===== src/rtl/fifo_arb_pkg.sv =====
// Shared types and helpers for the FIFO write-port arbiter.
// Combinational helpers only; no latency of their own.
// No flow control here; users apply backpressure around these helpers.
package fifo_arb_pkg;

    // Largest supported producer count, and the index width that covers it.
    localparam int MAX_REQ   = 8;
    localparam int MAX_IDX_W = 3;

    typedef enum logic [0:0] {
        IDLE  = 1'b0,
        BURST = 1'b1
    } arb_state_t;

    typedef struct packed {
        logic                 found;
        logic [MAX_IDX_W-1:0] idx;
    } rr_pick_t;

    // Round-robin pick: first set bit of req at or after last+1, wrapping
    // within the n active producers.
    function automatic rr_pick_t rr_pick(input logic [MAX_REQ-1:0]   req,
                                         input logic [MAX_IDX_W-1:0] last,
                                         input int                   n);
        rr_pick_t r;
        int       c;
        r = '0;
        for (int k = 1; k <= MAX_REQ; k++) begin
            c = (int'(last) + k) % n;
            if ((k <= n) && !r.found && req[c[MAX_IDX_W-1:0]]) begin
                r.found = 1'b1;
                r.idx   = c[MAX_IDX_W-1:0];
            end
        end
        return r;
    endfunction

endpackage


===== src/rtl/rr_priority_sel.sv =====
// Rotate-and-priority-encode of the request vector starting after last_i.
// Purely combinational, zero cycles.
// No backpressure; the caller decides when the pick is used.
module rr_priority_sel
    import fifo_arb_pkg::*;
#(
    parameter int NUM_REQ = 4,
    parameter int IDX_W   = $clog2(NUM_REQ)
) (
    input  logic [NUM_REQ-1:0] req_i,
    input  logic [IDX_W-1:0]   last_i,
    output logic [IDX_W-1:0]   idx_o,
    output logic               found_o
);

    rr_pick_t pick;

    // Widen to the package's fixed-size helper and narrow the answer back.
    always_comb begin
        pick    = rr_pick(MAX_REQ'(req_i), MAX_IDX_W'(last_i), NUM_REQ);
        idx_o   = pick.idx[IDX_W-1:0];
        found_o = pick.found;
    end

endmodule


===== src/rtl/fifo_wr_arbiter.sv =====
// Round-robin share of one FIFO write port among NUM_REQ producers, bounded bursts.
// One arbitration cycle per grant; transfers are combinational from owner to FIFO.
// full stalls the owner in the same cycle; non-owners always see ready low.
module fifo_wr_arbiter
    import fifo_arb_pkg::*;
#(
    parameter int data_width = 8,
    parameter int NUM_REQ    = 4,
    parameter int MAX_BURST  = 4,
    parameter int IDX_W      = $clog2(NUM_REQ)
) (
    input  logic                          clk,
    input  logic                          rst,
    input  logic [NUM_REQ-1:0]            req_valid,
    input  logic [NUM_REQ*data_width-1:0] req_data,
    output logic [NUM_REQ-1:0]            req_ready,
    input  logic                          full,
    output logic                          wr_en,
    output logic [data_width-1:0]         data_in,
    output logic [IDX_W-1:0]              grant_id,
    output logic                          busy
);

    localparam int CNT_W = $clog2(MAX_BURST + 1);

    arb_state_t       state_q, state_d;
    logic [IDX_W-1:0] grant_q, grant_d;
    logic [IDX_W-1:0] last_q,  last_d;
    logic [CNT_W-1:0] cnt_q,   cnt_d;

    logic [IDX_W-1:0] sel_idx;
    logic             sel_found;
    logic             owner_vld;
    logic             xfer;
    logic             last_word;

    rr_priority_sel #(
        .NUM_REQ (NUM_REQ),
        .IDX_W   (IDX_W)
    ) u_sel (
        .req_i   (req_valid),
        .last_i  (last_q),
        .idx_o   (sel_idx),
        .found_o (sel_found)
    );

    assign busy      = (state_q == BURST);
    assign grant_id  = grant_q;
    assign owner_vld = req_valid[grant_q];
    assign xfer      = busy && owner_vld && !full;
    assign last_word = (cnt_q == CNT_W'(MAX_BURST - 1));
    assign wr_en     = xfer;

    // Owner-to-FIFO muxing; only the owner ever sees ready, and only when not full.
    always_comb begin
        req_ready = '0;
        data_in   = '0;
        if (busy) begin
            data_in = req_data[int'(grant_q)*data_width +: data_width];
            if (!full) begin
                req_ready[grant_q] = 1'b1;
            end
        end
    end

    // Burst FSM: arbitrate in IDLE, leave BURST on the last word or when the
    // owner goes idle with room in the FIFO (a drop under full keeps the grant).
    always_comb begin
        state_d = state_q;
        grant_d = grant_q;
        last_d  = last_q;
        cnt_d   = cnt_q;
        case (state_q)
            IDLE: begin
                if (sel_found) begin
                    state_d = BURST;
                    grant_d = sel_idx;
                    cnt_d   = '0;
                end
            end
            BURST: begin
                if (!full) begin
                    if (!owner_vld || last_word) begin
                        state_d = IDLE;
                        last_d  = grant_q;
                    end else begin
                        cnt_d = cnt_q + 1'b1;
                    end
                end
            end
            default: state_d = IDLE;
        endcase
    end

    // State registers with synchronous active-low reset; producer 0 wins first.
    always_ff @(posedge clk) begin
        if (!rst) begin
            state_q <= IDLE;
            grant_q <= '0;
            last_q  <= IDX_W'(NUM_REQ - 1);
            cnt_q   <= '0;
        end else begin
            state_q <= state_d;
            grant_q <= grant_d;
            last_q  <= last_d;
            cnt_q   <= cnt_d;
        end
    end

endmodule


===== config.mk =====
export PLATFORM = sky130hd
export DESIGN_NAME = fifo_wr_arbiter
export DESIGN_NICKNAME = d
export VERILOG_FILES = /design/src/rtl/fifo_arb_pkg.sv /design/src/rtl/rr_priority_sel.sv /design/src/rtl/fifo_wr_arbiter.sv
export SDC_FILE = /design/constraint.sdc
export NUM_CORES = 1
export LEC_CHECK = 0
export CAP_MARGIN = 20
export CORE_MARGIN = 4
export CORE_UTILIZATION = 38
export CTS_CLUSTER_SIZE = 10
export DETAILED_ROUTE_END_ITERATION = 10
export GPL_TIMING_DRIVEN = 0
export PLACE_DENSITY = 0.88
export SETUP_SLACK_MARGIN = 0.2
export SYNTH_ARGS = -nofsm -noshare
export SYNTH_HDL_FRONTEND = slang
export SYNTH_SLANG_ARGS = --single-unit

===== constraint.sdc =====
create_clock -name clk -period 4.1 [get_ports clk]
set_input_delay 0.82 -clock clk [delete_from_list [all_inputs] [get_ports clk]]
set_output_delay 0.82 -clock clk [all_outputs]
set_load 0.05 [all_outputs]

# Yosys cells after proc, flatten, opt, wreduce, memory -nomap -nowiden
# Index checks and enable logic that the tools add are counted.
[totals]
inputBits = 39
word_cells = 72
ff_bits = 8
output_inout_bits = 16
[op_classes]
bitwise_logic = 6
shift = 1
reduce_logical = 19
add_sub_neg = 5
n_lt_le_gt_ge = 6
eq_ne = 4
muxes = 27
[op_table]
columns = ["cell", "count"]
rows = [
  ["$shiftx A32 B6 Y8", 1],
  ["$mux W4", 6],
  ["$lt A3 B4 Y1 const B", 4],
  ["$bmux W1 S3", 4],
  ["$mux W1", 9],
  ["$mux W3", 3],
  ["$mux W8", 1],
  ["$reduce_or A2 Y1", 4],
  ["$logic_and A1 B1 Y1", 6],
  ["$pmux W3 S2", 1],
  ["$reduce_and A3 Y1", 2],
  ["$logic_not A1 Y1", 5],
  ["$add A2 B1 Y2 const B", 2],
  ["$add A2 B2 Y2 const B", 2],
  ["$and A1 B1 Y1 const A", 4],
  ["$ne A2 B2 Y1 const B", 2],
  ["$add A3 B1 Y3 const B", 1],
  ["$eq A3 B2 Y1 const B", 1],
  ["$lt A2 B3 Y1 const B", 1],
  ["$bmux W1 S2", 1],
  ["$demux W1 S2", 1],
  ["$ge A2 B1 Y1 const B", 1],
  ["$ne A2 B1 Y1 const B", 1],
  ["$not A1 Y1", 2],
  ["other kinds (3)", 3],
]

# Depth between registers and ports, before layout
[depth]
ltp_word = 17
depth_mapped = 6
mapped_depth_nobuf = 6

# Modules after synthesis
# From an unflattened synthesis, not the netlist that was laid out.
[hier_totals]
cells_unflattened = 81
hier_area_um2 = 807.0
[by_module_without_submodules]
columns = ["module", "n_inst", "cells_each", "seq_area_each_um2", "area_per_inst_um2"]
rows = [
  ["fifo_wr_arbiter", 1, 67, 160.2, 728.2],
  ["rr_priority_sel", 1, 14, 0.0, 78.8],
]

# Least setup slack after synthesis
# No wires, ideal clock.
[synth_path]
path_kind = "input to output"
startpoint = "input port full"
endpoint = "output port req_ready[2]"
path_buffers = 0
t_arrival_ns = 2.304
path_slack_ns = 0.976
required_ns = 3.280
stages = 2
cell_sequence = "nand2b_1 -> nor3b_1"
[synth_between]
elab_chain_len = 2
[synth_lines]
columns = ["item", "line_no", "rtl"]
rows = [
  ["start, declared", "fifo_wr_arbiter.sv:17", "input logic full,"],
  ["$mux W4", "fifo_wr_arbiter.sv:60", "if (!full) begin"],
  ["$mux W4", "fifo_wr_arbiter.sv:58", "if (busy) begin"],
  ["end, declared", "fifo_wr_arbiter.sv:16", "output logic [NUM_REQ-1:0] req_ready,"],
]
# Every way passes these cells.

# Worst setup path after layout
# Same ends and word-level chain as after synthesis.

==> impl_metrics.yaml <==
job:
  drv_cap: 0
floorplanning:
  die_h_um: 54.3
  fp.coreArea_sq_mm: 0.00200
  initial_core_util_pct: 40.7
  fp-row-count: 16
  die-width_um: 54.3
  ios: 55
  dieArea_sq_mm: 0.00295
logic_synthesis:
  synthFlopType: "dfxtp_1"
  synth_cell_type_count: 34
  syn-num-nets: 121
  synth_edf_count: 0
  synth.avg_cell_area_sq_um: 10.2
  synth_area_sq_um: 815
  ys_seq_area_share_pct: 19.7
  async_flop_share_pct: 0
  synthCells: 80
  yosys_warnings: 0
  synth_seq_cells: 8
routing:
  wire_per_inst_um: 15.2
  via_count: 861
  wirelength_um: 2490
  drt-initial-drc-count: 12
  via_per_inst: 5.25
  ant_nets: 0
  dr.pass1.iters: 4
  drc_errors: 0
sta:
  max_slew_margin_pct: 65.5
  fmax_mhz: 286
  hold_viol: 0
  worst_pin_slew_ns: 0.516
  finalSetupTns_ns: 0
  min_period_over_period_pct: 85.3
  report.final.slew_viol_count: 0
  rsz0062_at_grt: "false"
  min_period_ns: 3.50
  fin_skew_ns: 0.00102
  finalSetupViolCount: 0
placement:
  dp_hpwl_um: 2110
  dp.cells: 161
  place_area_sq_mm: 0.00139
  port_buffers: 54
  gp_congestion: 0.826
setup_path:
  cp_slowest_cell: "clkdlybuf4s50_1"
  worstSetupStartpointType: "input port"
  rrSetupSlack_ns: 2.46
  path_max_fanout: 6
  r2r_cells: 6
  crit_path_end_kind: "output pin"
  path_class: "in -> out"
  crit_start: "full"
  cpMostUsedCell: "clkdlybuf4s50_1"
  worstPathArrival_ns: 2.68
  crit_family: "buffers and inverters"
  reg2reg_from: "cnt_q[0]$_SDFFE_PN0P_"
  critPathRequiredTime_ns: 3.28
  timing.rr.end: "last_q[1]$_SDFFE_PN1P_"
  worst-path-buf-inv: 2
  critPathMaxStageDelay_ns: 0.84
  crit_path_cell_trace: "clkdlybuf4s50_1, nand2b_1, nor3b_1, clkdlybuf4s50_1"
min_path:
  hold_depth: 2
  hold_path.class: "reg -> reg"
  min_from: "cnt_q[1]$_SDFFE_PN0P_"
  whs_endpoint: "cnt_q[1]$_SDFFE_PN0P_"
finish:
  diodes: 0
  final.fill_count: 161
  final_nets: 180
  stdcell_count: 164
  syn2layout_area_growth_pct: 73.3
  layout_commonest_cell: "clkdlybuf4s50_1"
  postLayoutCellArea_sq_mm: 0.00141
  layout_common_cells: "clkdlybuf4s50_1 (54), and2_1 (8), dfxtp_1 (8)"
  drive_gt1_share_pct: 13.1
  fin_util_pct: 70.5
clock_tree:
  worstSkewPairLatency_ns: 0.25
  cts_hold_buf: 0
  cts_buffers: 3
  cts_resized: 0
  cts_root_buffer: "clkbuf_4"
  clock-sinks: 8
  cts_tree: "built"
  htree_levels: 1
  cts_setup_buffers: 0
  path_clk_slew_ns: 0.05
  clock_path_buffers: 2
power:
  powerDensity_mw_per_mm2: 236
  p_sw_uw: 121
  p_leak_uw: 0.000529
  intPower_uw: 212
  sw_frac_of_total_pct: 36.4
  p_seq_share_pct: 26.0
  peakVddDrop_uv: 207
  clkPwrFrac_pct: 17.4
  power.share.combinational_pct: 56.6
global_route:
  grt_antenna_before_repair: 0
  grt_pass1_vias: 900
  grt_start_max_net_pins: 11
  grtUsageTotal_pct: 18.0
  grt_first_pass_wirelength_um: 3900
  overflow: 0
outcome:
  status: "completed"
registers in the layout (all words and copies together) (netlist names):
register  cells
last_q        2
grant_id      2
cnt_q         3
busy          1
cells by family (layout without fill, tap and decap cells):
group	Yosys count	count (layout)	synth area share, %
compound gates	14	14	15.2
fa+ha+maj	2	2	3.07
buf+inv	9	66	6.30
flops	8	8	19.7
mux	15	15	32.4
simple gates	32	32	23.3
layer usage:
metal  vias up  GRT usage (%)  share of wire (%)
li1        419              -                  -
met1       389           19.5                 40
met2        49           33.7                 46
met3         4           3.81                 12
met4         0           7.05                1.3
met5         -              0                  0
synth_stat cells (2+ instances only):
library cell	n	area share, %
clkbuf_1	2	0.92
nor3b_1	2	1.8
nand2_1	4	1.8
nor2_1	4	1.8
mux2_4	2	3.7
nand3_1	3	1.8
mux2i_1	5	6.1
nor2b_1	2	1.5
mux4_2	7	19
buf_6	2	2.8
ha_1	2	3.1
and2_1	8	6.1
dfxtp_1	8	20
nand2b_1	5	3.8
buf_2	2	1.2
inv_1	3	1.4
o21ai_0	2	1.2
area by class of cell:
class                      count  area (sq um)  share of cell area, %
sequential                     8           160                   11.3
multi-input combinational     63           603                   42.7
clock buffer                   3          22.5                   1.60
tap                           27          33.8                   2.39
timing repair buffer          54           541                   38.3
inverter                       3          11.3                  0.798
buffer                         6          40.0                   2.84
power groups by stage:
stage,sequential [uW],combinational (uW),clock (uW)
floorplan,97.4,107,0
global placement,88.1,186,0
detailed placement,88.5,189,0
CTS,86.9,190,60.5
global route,87.5,201,64.4
finish,86.8,189,58.0
worst max-delay path by stage:
stage	to	slack, ns	depth (start not counted)
global route	req_ready[1]	0.51	4
global placement	req_ready[2]	0.66	4
detailed placement	req_ready[2]	0.59	4
floorplan	req_ready[2]	0.98	2
CTS	req_ready[2]	0.58	4
finish	req_ready[2]	0.60	4
metrics by stage:
stage | setup slack, ns | power, uW | hold slack [ns]
floorplan | 0.976 | 204 | 0.447
global placement | 0.664 | 274 | 0.456
detailed placement | 0.594 | 278 | 0.475
CTS | 0.578 | 337 | 0.482
global route | 0.513 | 353 | 0.513
finish | 0.601 | 333 | 0.475
worst reg2reg max path: stages, from the launching register on:
cell,delay (ns)
dfxtp_1,0.35
ha_1,0.16
ha_1,0.16
and2b_1,0.22
a221oi_4,0.35
mux2i_1,0.21
nand2_1,0.06
Power figures use the tool's default switching activity.
